<file path="src/rtl/mnist_pkg.sv">
// mnist_pkg: shared classifier constants, argmax FSM state type and index-width helper
package mnist_pkg;
  localparam int NUM_CLASSES = 10;
  localparam int ACC_W = 32;
  typedef enum logic [1:0] {IDLE, SCAN, DONE} state_t;
  function automatic int idx_w(input int n);
    return $clog2(n);
  endfunction
endpackage

</file>
<file path="src/rtl/mac_argmax_if.sv">
// mac_argmax_if: capture/snapshot input and valid/ready result bus of the argmax readout
interface mac_argmax_if import mnist_pkg::*; #(
  parameter int NUM_PE = NUM_CLASSES,
  parameter int DATA_W = ACC_W
) ();
  localparam int IDX_W = idx_w(NUM_PE);
  logic                     capture;
  logic [NUM_PE*DATA_W-1:0] p_flat;
  logic                     busy;
  logic                     valid;
  logic                     ready;
  logic [IDX_W-1:0]         class_idx;
  logic [DATA_W-1:0]        max_val;
  modport master (output capture, p_flat, ready, input busy, valid, class_idx, max_val);
  modport slave  (input capture, p_flat, ready, output busy, valid, class_idx, max_val);
endinterface

</file>
<file path="src/rtl/argmax_cmp.sv">
// argmax_cmp: a > b on DATA_W bits; signed when ARGMAX_SIGNED_EN is defined, unsigned otherwise
module argmax_cmp #(
  parameter int DATA_W = 32
) (
  input  logic [DATA_W-1:0] a,
  input  logic [DATA_W-1:0] b,
  output logic              gt
);
`ifdef ARGMAX_SIGNED_EN
  assign gt = $signed(a) > $signed(b);
`else
  assign gt = a > b;
`endif
endmodule

</file>
<file path="src/rtl/mac_argmax.sv">
// mac_argmax: snapshot NUM_PE accumulators on capture, scan for the max, report index/value via valid/ready
module mac_argmax import mnist_pkg::*; #(
  parameter int NUM_PE = NUM_CLASSES,
  parameter int DATA_W = ACC_W
) (
  input logic         clk,
  input logic         rst,
  mac_argmax_if.slave bus
);
  localparam int IDX_W = idx_w(NUM_PE);
  state_t            state, state_nx;
  logic [DATA_W-1:0] snap [NUM_PE];
  logic [IDX_W-1:0]  cnt, best_idx, res_idx;
  logic [DATA_W-1:0] best_val, res_val;
  logic              gt, take, last;
  argmax_cmp #(.DATA_W(DATA_W)) u_cmp (.a(snap[cnt]), .b(best_val), .gt(gt));
  // first element always seeds the best; later ones must be strictly greater so ties keep the lowest index
  assign take = cnt == '0 || gt;
  assign last = cnt == IDX_W'(NUM_PE - 1);
  always_comb begin
    state_nx = state;
    case (state)
      IDLE:    state_nx = bus.capture ? SCAN : IDLE;
      SCAN:    state_nx = last ? DONE : SCAN;
      DONE:    state_nx = bus.ready ? IDLE : DONE;
      default: state_nx = IDLE;
    endcase
  end
  always_ff @(posedge clk) begin
    if (rst) begin
      state    <= IDLE;
      cnt      <= '0;
      best_idx <= '0;
      best_val <= '0;
      res_idx  <= '0;
      res_val  <= '0;
      for (int i = 0; i < NUM_PE; i++) snap[i] <= '0;
    end else begin
      state <= state_nx;
      if (state == IDLE && bus.capture) begin
        cnt <= '0;
        for (int i = 0; i < NUM_PE; i++) snap[i] <= bus.p_flat[i*DATA_W +: DATA_W];
      end
      if (state == SCAN) begin
        cnt <= cnt + 1'b1;
        if (take) begin
          best_idx <= cnt;
          best_val <= snap[cnt];
        end
        if (last) begin
          res_idx <= take ? cnt : best_idx;
          res_val <= take ? snap[cnt] : best_val;
        end
      end
    end
  end
  assign bus.busy      = state != IDLE;
  assign bus.valid     = state == DONE;
  assign bus.class_idx = res_idx;
  assign bus.max_val   = res_val;
endmodule

</file>
<file path="src/flat_wrapper.sv">
// flat-port wrapper written by rule: the top's interface ports become plain ports
module mac_argmax_flat import mnist_pkg::*;
#(
  parameter int NUM_PE = NUM_CLASSES,
  parameter int DATA_W = ACC_W
)
  (clk, rst, bus_capture, bus_p_flat, bus_ready, bus_busy, bus_valid, bus_class_idx, bus_max_val);
  mac_argmax_if #(.NUM_PE(NUM_PE), .DATA_W(DATA_W)) bus_i ();
  input logic clk;
  input logic rst;
  input wire logic [$bits(bus_i.capture)-1:0] bus_capture;
  input wire logic [$bits(bus_i.p_flat)-1:0] bus_p_flat;
  input wire logic [$bits(bus_i.ready)-1:0] bus_ready;
  output wire logic [$bits(bus_i.busy)-1:0] bus_busy;
  output wire logic [$bits(bus_i.valid)-1:0] bus_valid;
  output wire logic [$bits(bus_i.class_idx)-1:0] bus_class_idx;
  output wire logic [$bits(bus_i.max_val)-1:0] bus_max_val;
  assign bus_i.capture = bus_capture;
  assign bus_i.p_flat = bus_p_flat;
  assign bus_i.ready = bus_ready;
  assign bus_busy = bus_i.busy;
  assign bus_valid = bus_i.valid;
  assign bus_class_idx = bus_i.class_idx;
  assign bus_max_val = bus_i.max_val;
  mac_argmax #(.NUM_PE(NUM_PE), .DATA_W(DATA_W)) u_core (.clk(clk), .rst(rst), .bus(bus_i));
endmodule
</file>
<file path="config.mk">
export PLATFORM = sky130hd
export DESIGN_NAME = mac_argmax_flat
export DESIGN_NICKNAME = d
export VERILOG_FILES = /design/src/rtl/mnist_pkg.sv /design/src/rtl/mac_argmax_if.sv /design/src/rtl/argmax_cmp.sv /design/src/rtl/mac_argmax.sv /design/src/flat_wrapper.sv
export SDC_FILE = /design/constraint.sdc
export NUM_CORES = 1
export LEC_CHECK = 0
export BUFFER_PORTS_ARGS = -buffer_cell sky130_fd_sc_hd__buf_2
export CELL_PAD_IN_SITES_DETAIL_PLACEMENT = 0
export CELL_PAD_IN_SITES_GLOBAL_PLACEMENT = 1
export CORE_MARGIN = 1
export CORE_UTILIZATION = 45
export CTS_CLUSTER_DIAMETER = 100
export DETAILED_ROUTE_END_ITERATION = 8
export GPL_TIMING_DRIVEN = 0
export PLACE_DENSITY = 0.92
export SLEW_MARGIN = 10
export SYNTH_ARGS = -nofsm -noshare
export SYNTH_HDL_FRONTEND = slang
export SYNTH_SLANG_ARGS = --single-unit
</file>
<file path="constraint.sdc">
create_clock -name clk -period 30.7 [get_ports clk]
set_input_delay 6.14 -clock clk [delete_from_list [all_inputs] [get_ports clk]]
set_output_delay 6.14 -clock clk [all_outputs]
set_load 0.005 [all_outputs]
</file>
======== Yosys cells after proc, flatten, opt, wreduce, memory -nomap -nowiden ========
Memory sizes are Yosys's and may differ from the RTL's. A register that Yosys moved wholly into a read port is not among the register bits.
Cells that the tools add are included.
storage, ports and cells
  word-level logic and storage cells ...... 54
  output and inout bits ................... 38
  input bits .............................. 324
  memories ................................ 1
  register bits after elaboration ......... 78
  bits in writable memories ............... 320
operators by class
  mux-type cells .......................... 25
  reduce and logical (&&, ||, !) cells .... 7
  bitwise logic cells ..................... 10
  $lt $le $gt $ge ......................... 1
  add/subtract/negate cells ............... 1
  equality and inequality tests ........... 3
memories
  memory       depth  width  rd ports  clocked after Yosys merged registers in  write ports  RTL line          text
  u_core.snap  10     32     1         1                                        10           mac_argmax.sv:12  logic [DATA_W-1:0] snap [NUM_PE];
operators by type and width
  operator                                              number
  two-way mux 32 bit                                    11
  > comparator 32 bit                                   1
  two-way mux 4 bit                                     5
  OR 1 bit                                              10
  two-way mux 1 bit                                     6
  case mux 2 bit (3 select lines)                       1
  adder 4 x 1 -> 4 bit (second input constant)          1
  equality test 4 bit (second input constant)           1
  logical NOT 4 bit                                     1
  two-way mux 2 bit                                     2
  nonzero test 2 bit                                    2
  equality test 2 x 1 -> 1 bit (second input constant)  1
  equality test 2 bit (second input constant)           1
  logical NOT 2 bit                                     1
  AND reduction 2 bit                                   1
  logical AND 1 bit                                     1
  logical OR 1 bit                                      1

======== Depth between registers and ports, before layout ========
Gate-level depths: netlist (run 1).
  word-level depth ........................ 6
  depth in mapped cells ................... 16

======== Cells and area by module ========
A second synthesis (run 1) with hierarchy kept.
second synthesis, totals
  cells, all modules ...................... 1390
  area, all modules ....................... 18820.6 µm²
by module, submodules not included
  module      times used  cells each  area each (µm²)  sequential area each (µm²)
  mac_argmax  1           1278        18014.8          11250.8
  argmax_cmp  1           112         805.8            0.0

======== Worst setup path after synthesis (run 1) ========
Ideal clock, no wire load.
  path type ............................... input -> register
  start ................................... in rst
  end ..................................... reg with a tool-made name
  slack ................................... 15.884 ns
  data required time ...................... 30.200 ns
  arrival time ............................ 14.316 ns
  cell stages on the path ................. 3
  setup time .............................. 0.500 ns
  path through ............................ clkbuf_1 > nand2b_1 > nor2_1
RTL lines
  what         RTL line            text
  from (decl)  flat_wrapper.sv:10  input logic rst;

==> metrics.md, run 1 <==
| Metric | Value |
|---|---|
| Final HPWL DP | `40600 um` |
| Final period utilization | `0.275` |
| Die X | `209 um` |
| Critical path's slowest cell | `clkbuf_1` |
| Total chip power | `1380 uW` |
| Tot GR Track Use | `0.247` |
| Final setup skew | `19.7 ps` |
| Top FF cell, synth | `edfxtp_1` |
| Initial DRT Pass Iterations | `5` |
| Cell area after synthesis | `0.0192 mm2` |
| Residual DRC count | `0` |
| Hold Buf Count CTS | `0` |
| Final setup violating endpoints | `0` |
| Area Overhead vs Synth | `21.2%` |
| DR vias/cell | `5.46` |
| Cell mode on critical path | `clkbuf_1` |
| Global route overflow | `0` |
| Post-CTS Resized | `0` |
| Root Buffer | `clkbuf_16` |
| Critical path peak fanout | `10` |
| Post-layout util | `0.553` |
| PD cells | `59.5 mW/mm2` |
| CTS tree | `done` |
| Synthesized flop and latch total | `402` |
| Share of cells above drive strength 1 | `0.307` |
| Final Max Slew Viols | `0` |
| Fin Setup TNS | `0 ps` |
| Ys Warns | `0` |
| Slew HR | `0.185` |
| First-pass GRT wire length | `80000 um` |
| Cell leakage power | `0.00922 uW` |
| Slew @ Worst Pin | `1220 ps` |
| Post-Synthesis Cells | `1471` |
| Initial antenna violation count | `20` |
| Clock slew at reported path FFs | `60 ps` |
| Syn Area/Cell | `13.1 um2` |
| PortBufs | `361` |
| Crit path buffers/inverters | `3` |
| Clock H-tree levels | `2` |
| Core footprint | `0.0420 mm2` |
| RSZ-0062 raised after global routing | `no` |
| Antenna viol nets, final | `0` |
| Drt wl/cell | `21.7 um` |
| Critical hold path startpoint | `u_core.best_idx[3]` |
| Sequential share of the synthesized area | `0.586` |
| 1st-iter DRT viols | `1019` |
| Post CTS Setup Buffer Count | `0` |
| R2r setup slk | `25910 ps` |
| Critical path class | `in2reg` |
| Clock Tree Buf Depth | `3` |
| Die area | `0.0435 mm2` |
| VDD IR max | `0.0553 mV` |
| Hold_ws | `492 ps` |
| CP Cell Sequence | `buf_2 -> nand2_1 -> nor2_1 -> clkbuf_1 -> clkbuf_1 -> and2_1` |
| Synth unique cells | `60` |
| Asr flop ratio synth | `0` |
| TritonCTS Sinks | `402` |
| Outcome | `completed` |
| Final Wtd Congestion | `0.922` |
| Die Y | `209 um` |
| Largest net degree at the start of global routing | `73` |
| Vias in the first global route | `13633` |
| Starting Density | `0.457` |
| Top delay family on crit path | `buffers and inverters` |
| CP Launch Type | `input port` |
| Io pins | `362` |
| CTS buffer count | `43` |
| DR vias | `13487` |
| Crit path DAT | `8870 ps` |
| Final WL | `53700 um` |
| FP Rows | `75` |
| Max-Cap Viols | `0` |
| Post-synth EDFFs | `320` |
| Critical path's largest stage delay | `970 ps` |
| Synthesized net count | `1830` |
| Min cycle time layout | `8450 ps` |
| Achievable Freq | `118 MHz` |
| Hold Crit Class | `reg2reg` |
| CP Capture Type | `register` |
| Crit path launch | `bus_capture` |
| Worst EP required | `31120 ps` |
| Clock Latency Late Sink | `570 ps` |
| Filler Cells Inserted | `3503` |
| Fin. Hold Viols | `0` |
| Nets@finish | `2241` |
==> final cells by class <==
class	instances	area [um2]	area share
flip-flops and latches	402	11300	0.484
repair buffers	366	1940	0.0832
clock buffers	63	1250	0.0537
diodes	16	40.0	0.00172
multi-input cells	886	7170	0.308
well taps	539	674	0.0290
inverters	65	244	0.0105
clock inverters	16	158	0.00678
plain buffers	118	548	0.0236
==> worst reg2reg max path: cells and delay by family, from the launching register on <==
| kind | cells | cell delay (ps) |
|---|---|---|
| AO/OA/AOI/OAI | 4 | 1130 |
| adder cells (fa/ha/maj) | 1 | 330 |
| buffers and inverters | 4 | 1380 |
| flip-flops | 1 | 300 |
| multiplexers | 2 | 680 |
| AND/OR/NAND/NOR | 3 | 830 |
==> per-stage QoR <==
| stage | setup WS, ps | cells | cell area, um2 |
|---|---|---|---|
| 2_1_floorplan | 15880 | 1471 | 19200 |
| 3_5_place_dp | 21700 | 2376 | 21800 |
| 4_1_cts | 22270 | 2455 | 23200 |
| 5_1_grt | 22200 | 2468 | 23300 |
| 6_report | 22250 | 2471 | 23300 |
| 3_3_place_gp | 11780 | 2371 | 21700 |
==> cells in the final DEF, fill, tap and decap left out, types with 35 or more instances in the layout <==
cell       synthesis  final
clkbuf_1          77     90
nor3_1            36     36
mux4_2            64     64
clkbuf_16          0     46
inv_1             65     65
nor2_1            77     77
ha_1              35     35
and2_1           321    321
edfxtp_1         320    320
nand2_1           45     45
buf_2             21    382
dfxtp_1           82     82
==> metal layers <==
layer | track usage | part of all wire
met5 | 0 | 0.0014
met3 | 0.0591 | 0.072
met2 | 0.422 | 0.50
met4 | 0.0979 | 0.035
met1 | 0.302 | 0.39
==> sequential cells by signal, summed over array words and instances, names as in the netlist, named ones only <==
| register | cells |
|---|---|
| u_core.snap | 320 |
| u_core.best_val | 32 |
| u_core.bus.max_val | 32 |
| u_core.best_idx | 4 |
| u_core.bus.class_idx | 4 |
| u_core.cnt | 4 |
| u_core.state | 2 |
==> power breakdown <==
part	internal [uW]	switching (uW)	total, uW
sequential	634	12.6	647
combinational	87.0	129	215
clock	307	214	521
==> kinds of logic (layout without fill, tap and decap cells) <==
kind of cell | after synthesis | after routing | synth area share
xor gates and xnor gates | 1 | 1 | 0.000456
other | 0 | 16 | 0
adders and majority gates | 35 | 35 | 0.0228
DFF | 402 | 402 | 0.586
and+or+nand+nor | 514 | 514 | 0.153
AOI/OAI and AO/OA | 206 | 206 | 0.0851
buffers and inverters | 183 | 628 | 0.0412
muxes | 130 | 130 | 0.112
==> path summary, 6_finish.rpt <==
path                        endpoint  depth (start not counted)
setup / recovery   u_core.snap[0][7]                          6
hold / removal    u_core.best_idx[3]                          2
setup reg to reg  u_core.best_val[5]                         14
hold reg to reg   u_core.best_idx[3]                          2
==> synthesized netlist by cell type (5+ instances only) <==
library cell / count / area, um2
nor2_1: 77 / 289
o31ai_1: 31 / 233
buf_2: 21 / 105
mux2_2: 33 / 372
mux4_2: 64 / 1440
inv_1: 65 / 244
a31oi_1: 32 / 200
mux2i_1: 33 / 330
edfxtp_1: 320 / 9610
nand2b_1: 7 / 43.8
a21oi_1: 14 / 70.1
o21ai_1: 25 / 125
ha_1: 35 / 438
buf_6: 9 / 101
nand2_1: 45 / 169
nand3_1: 5 / 25.0
clkbuf_1: 77 / 289
o311ai_1: 32 / 280
a311o_1: 32 / 320
nand4_1: 7 / 43.8
buf_1: 10 / 37.5
o21ai_2: 9 / 78.8
and2_1: 321 / 2010
dfxtp_1: 82 / 1640
nor3_1: 36 / 180
(Power assumes the default switching activity.)
==> inputs of run 2 (changes only) <==
clock period = 8.73 ns   (was 30.7 ns; I/O delays follow)
==> run 2 against run 1 <==
Against the previous run: register-to-register slack worse by 22000 ps; critical endpoint is now u_core.best_val[0]; clock power rose to 3.5 times the previous value; combinational power grew to 3.5 times the previous value; core utilization is 0.086 points lower; die area is the same; cell area fell by 0.16%; global-route usage is 0.35 points lower; largest cell class unchanged.
==> metrics.md, run 2 (same netlist as run 1, synthesis figures left out) <==
| Metric | Value |
|---|---|
| Outcome | `completed` |
| Top delay family on crit path | `multiplexers` |
| Pre-CTS WS | `4090 ps` |
| Residual DRC count | `0` |
| Slew @ Worst Pin | `942 ps` |
| Critical path class | `reg2reg` |
| Core footprint | `0.0420 mm2` |
| Die X | `209 um` |
| 1st-iter DRT viols | `861` |
| Io pins | `362` |
| Critical path's largest stage delay | `630 ps` |
| Final WL | `53000 um` |
| First-pass GRT wire length | `79100 um` |
| Clock slew at reported path FFs | `60 ps` |
| Fin Setup TNS | `0 ps` |
| CTS tree | `done` |
| Global route overflow | `0` |
| FP Rows | `75` |
| CTS buffer count | `42` |
| CP Launch Type | `register` |
| Clock H-tree levels | `2` |
| Cell mode on critical path | `mux2_2` |
| RSZ-0062 raised after global routing | `no` |
| Clock Tree Buf Depth | `3` |
| Most flops, register | `u_core.snap` |
| Most common cell after layout, fill and taps aside | `buf_2` |
| Final Wtd Congestion | `0.918` |
| Die area | `0.0435 mm2` |
| Final period utilization | `0.538` |
| Hold Buf Count CTS | `0` |
| Total chip power | `4840 uW` |
| Critical path peak fanout | `10` |
| Critical path's slowest cell | `clkbuf_1` |
| Filler Cells Inserted | `3555` |
| Largest net degree at the start of global routing | `72` |
| Initial antenna violation count | `25` |
| Final worst slack | `4040 ps` |
| Tot GR Track Use | `0.244` |
| Hold Crit Class | `reg2reg` |
| Root Buffer | `clkbuf_16` |
| Clock Latency Late Sink | `570 ps` |
| Most frequent cells in the layout | `buf_2 (382), and2_1 (321), edfxtp_1 (320)` |
| Post CTS Setup Buffer Count | `0` |
| PortBufs | `361` |
| Drt wl/cell | `21.5 um` |
| Post-CTS Resized | `0` |
| Vias in the first global route | `13617` |
| PD cells | `208 mW/mm2` |
| Cell leakage power | `0.00923 uW` |
| CP Cell Sequence | `buf_2 -> clkbuf_1 -> mux4_2 -> mux2_2 -> o21ai_1 -> inv_1 -> ha_1 -> nand4_2 -> nor4_2 -> nor2b_2 -> o31ai_4 -> a31oi_4 -> mux2_2` |
| Achievable Freq | `213 MHz` |
| Post-layout util | `0.553` |
| Max reg flops | `320` |
| Initial DRT Pass Iterations | `5` |
| Antenna viol nets, final | `0` |
| Die Y | `209 um` |
| Nets@finish | `2240` |
| VDD IR max | `0.186 mV` |
| Crit path buffers/inverters | `3` |
| Share of cells above drive strength 1 | `0.309` |
| Final setup skew | `18.5 ps` |
| Final Max Slew Viols | `0` |
| Max-Cap Viols | `0` |
| Final setup violating endpoints | `0` |
| Area Overhead vs Synth | `21.0%` |
| Fin. Hold Viols | `0` |
| Crit path DAT | `5140 ps` |
| TritonCTS Sinks | `402` |
| Final HPWL DP | `40900 um` |
| Slew HR | `0.372` |
| DR vias | `13457` |
| Worst EP required | `9180 ps` |
| DR vias/cell | `5.46` |
| CP Capture Type | `register` |
| Starting Density | `0.457` |
| Min cycle time layout | `4690 ps` |
==> run 2: layout make-up <==
cell class,instances,area (um2),share of cell area
Timing Repair Buffer,366,1940,0.0834
Tap cell,539,674,0.0290
Inverter,65,244,0.0105
Clock buffer,54,1140,0.0490
Antenna cell,15,37.5,0.00162
Buffer,118,548,0.0236
Multi-Input combinational cell,886,7170,0.309
Clock inverter,21,234,0.0101
Sequential cell,402,11300,0.484
==> run 2: metrics by stage <==
stage,hold slack (ps),area [um2],std cells
2_1_floorplan,457,19200,1471
3_3_place_gp,470,21700,2371
3_5_place_dp,477,21800,2376
4_1_cts,492,23200,2451
5_1_grt,524,23200,2463
6_report,504,23200,2466
==> run 2: layer usage <==
| layer | track usage | vias to the layer above | routed length, um |
|---|---|---|---|
| li1 | - | 6252 | - |
| met2 | 0.422 | 504 | 26600 |
| met5 | 0 | - | 111 |
| met3 | 0.0576 | 112 | 3690 |
| met4 | 0.0761 | 20 | 1430 |
| met1 | 0.301 | 6569 | 21200 |
==> run 2: worst min-delay path, cell delays in order (launching register included) <==
cell and delay, ps:
dfxtp_1 310, inv_1 80, o31ai_1 70
==> run 2: path summary, 6_finish.rpt <==
path                               to  slack (ps)  depth (start not counted)                 from
setup / recovery   u_core.best_val[0]        4040                         13             register
hold reg to reg   u_core.best_val[27]         500                          2  u_core.best_val[27]
hold / removal    u_core.best_val[27]         500                          2  u_core.best_val[27]
setup reg to reg   u_core.best_val[0]        4040                         13             register
==> run 2: power by group <==
group | leakage, uW | switching, uW | total (uW) | internal (uW)
clock | 0.000683 | 740 | 1810 | 1070
sequential | 0.00412 | 45.9 | 2280 | 2230
combinational | 0.00442 | 448 | 754 | 306
total | 0.00923 | 1230 | 4840 | 3610
==> inputs of run 3 (changes only) <==
CORE_UTILIZATION = 41   (was 45)
PLACE_DENSITY = 0.89   (was 0.92)
clock period = 4.3 ns   (was 8.73 ns; I/O delays follow)
==> run 3 against run 2 <==
Against the previous run: core utilization decreased by 3.6 points; sequential power rose by 100%; flip-flop and latch count is the same; combinational power rose by 110%; total power rose by 110%; first-iteration DRC count grew 33%; wire length is 6.2% higher; clock skew is essentially flat; critical path depth up 2; cell area increased by 1.8%; non-clock buffer count increased by 6.
==> metrics.md, run 3 (same netlist as run 1, synthesis figures left out) <==
| Metric | Value |
|---|---|
| Hold Path Depth | `2` |
| Critical path class | `reg2reg` |
| Area Overhead vs Synth | `23.1%` |
| Initial antenna violation count | `13` |
| Worst EP required | `4740 ps` |
| Crit path DAT | `4590 ps` |
| CP Launch Type | `register` |
| Hold Path End | `u_core.best_idx[1]` |
| Initial DRT Pass Iterations | `5` |
| TritonCTS Sinks | `402` |
| Die X | `218 um` |
| Max-Cap Viols | `0` |
| Cell leakage power | `0.00937 uW` |
| Root Buffer | `clkbuf_16` |
| Share of cells above drive strength 1 | `0.327` |
| FP Rows | `78` |
| Outcome | `completed` |
| Hold Crit Class | `reg2reg` |
| CTS buffer count | `43` |
| Critical path peak fanout | `10` |
| Starting Density | `0.420` |
| Slew @ Worst Pin | `1120 ps` |
| DR vias | `13569` |
| Max reg flops | `320` |
| Final setup violating endpoints | `0` |
| Final WL | `56300 um` |
| Clock Tree Buf Depth | `3` |
| Die Y | `218 um` |
| Tot GR Track Use | `0.234` |
| Achievable Freq | `241 MHz` |
| Core footprint | `0.0458 mm2` |
| Final Max Slew Viols | `0` |
| Final Wtd Congestion | `0.880` |
| Reg-to-reg endpoint | `u_core.best_val[22]` |
| Hold Buf Count CTS | `0` |
| PortBufs | `361` |
| Most frequent cells in the layout | `buf_2 (376), and2_1 (320), edfxtp_1 (320)` |
| Filler Cells Inserted | `3863` |
| Vias in the first global route | `13682` |
| Seq. cell area | `0.0113 mm2` |
| First-pass GRT wire length | `82000 um` |
| Nets@finish | `2247` |
| Slew HR | `0.252` |
| Fin. Hold Viols | `0` |
| Final non-filler cell total | `2534` |
| Most flops, register | `u_core.snap` |
| Cells after DPL | `2438` |
| Clock H-tree levels | `2` |
| Die area | `0.0477 mm2` |
| Drt wl/cell | `22.2 um` |
| Min cycle time layout | `4150 ps` |
| VDD IR max | `0.314 mV` |
| Area of the multi-input gates | `0.00729 mm2` |
| R2R cell count | `15` |
| 1st-iter DRT viols | `1147` |
| CTS tree | `done` |
| R2r setup slk | `150 ps` |
| Post-layout util | `0.517` |
| Most common cell after layout, fill and taps aside | `buf_2` |
| DR vias/cell | `5.35` |
| Io pins | `362` |
| PD cells | `428 mW/mm2` |
| Clock Latency Late Sink | `580 ps` |
| Antenna viol nets, final | `0` |
| Largest net degree at the start of global routing | `63` |
| Final HPWL DP | `42700 um` |
| RSZ-0062 raised after global routing | `no` |
| Critical hold path startpoint | `u_core.best_idx[1]` |
| Final period utilization | `0.966` |
| CP Capture Type | `register` |
| Global route overflow | `0` |
| Clock slew at reported path FFs | `70 ps` |
| Residual DRC count | `0` |
| Final setup skew | `18.6 ps` |
## run 3: worst max-delay path, stage by stage (launching register included)
cell	delay (ps)
dfxtp_1	330
buf_6	130
buf_4	250
mux4_2	530
mux2_2	310
o21ai_1	290
inv_1	80
ha_1	300
nand4_2	210
nor4_4	450
nor2b_4	90
o31a_1	110
buf_2	190
clkbuf_4	220
o311ai_1	390
o31ai_2	120
## run 3: layout make-up
| class | count | area share |
|---|---|---|
| flip-flops and latches | 402 | 0.476 |
| multi-input cells | 886 | 0.308 |
| repair buffers | 372 | 0.0846 |
| clock buffers | 51 | 0.0481 |
| well taps | 600 | 0.0318 |
| plain buffers | 118 | 0.0256 |
| clock inverters | 29 | 0.0141 |
| inverters | 65 | 0.0103 |
| diodes | 11 | 0.00116 |
## run 3: worst max path at each step
stage	start	to	slack, ps	cells past startpoint
finish	register	u_core.best_val[22]	150	15
global route	register	u_core.bus.max_val[6]	0.4	15
CTS	register	u_core.best_val[6]	20	15
detailed placement	register	u_core.best_val[0]	-420	13
global placement	rst	register	-720	4
floorplan	rst	u_core.snap[0][0]	410	2
## run 3: metal layers
| metal | share of wire | track usage | up-vias |
|---|---|---|---|
| met3 | 0.067 | 0.0412 | 102 |
| met1 | 0.40 | 0.295 | 6641 |
| li1 | - | - | 6254 |
| met5 | 0.0013 | 0 | - |
| met2 | 0.50 | 0.399 | 560 |
| met4 | 0.029 | 0.0937 | 12 |
## run 3: report_power, final
group,switching [uW],internal (uW)
clock,1580,2320
combinational,952,648
sequential,93.1,4530
total,2630,7490
## run 3: timing repair
item                                    4_1_cts  5_1_grt
endpoints found under the setup margin       72       71
pin swaps                                     2        5
buffers inserted                              5        0
gates resized for setup                      19       40
## run 3: through the flow
step / setup TNS, ps / setup WS (ps) / cell area (um2) / power [uW] / hold slack [ps]
6_report: 0 / 148 / 23600 / 10100 / 493
5_1_grt: 0 / 0.404 / 23600 / 10400 / 509
4_1_cts: 0 / 21.3 / 23500 / 10100 / 490
3_5_place_dp: -20830 / -423 / 21900 / 6250 / 480
3_3_place_gp: -220980 / -724 / 21800 / 6210 / 468
2_1_floorplan: 0 / 405 / 19200 / 5660 / 457
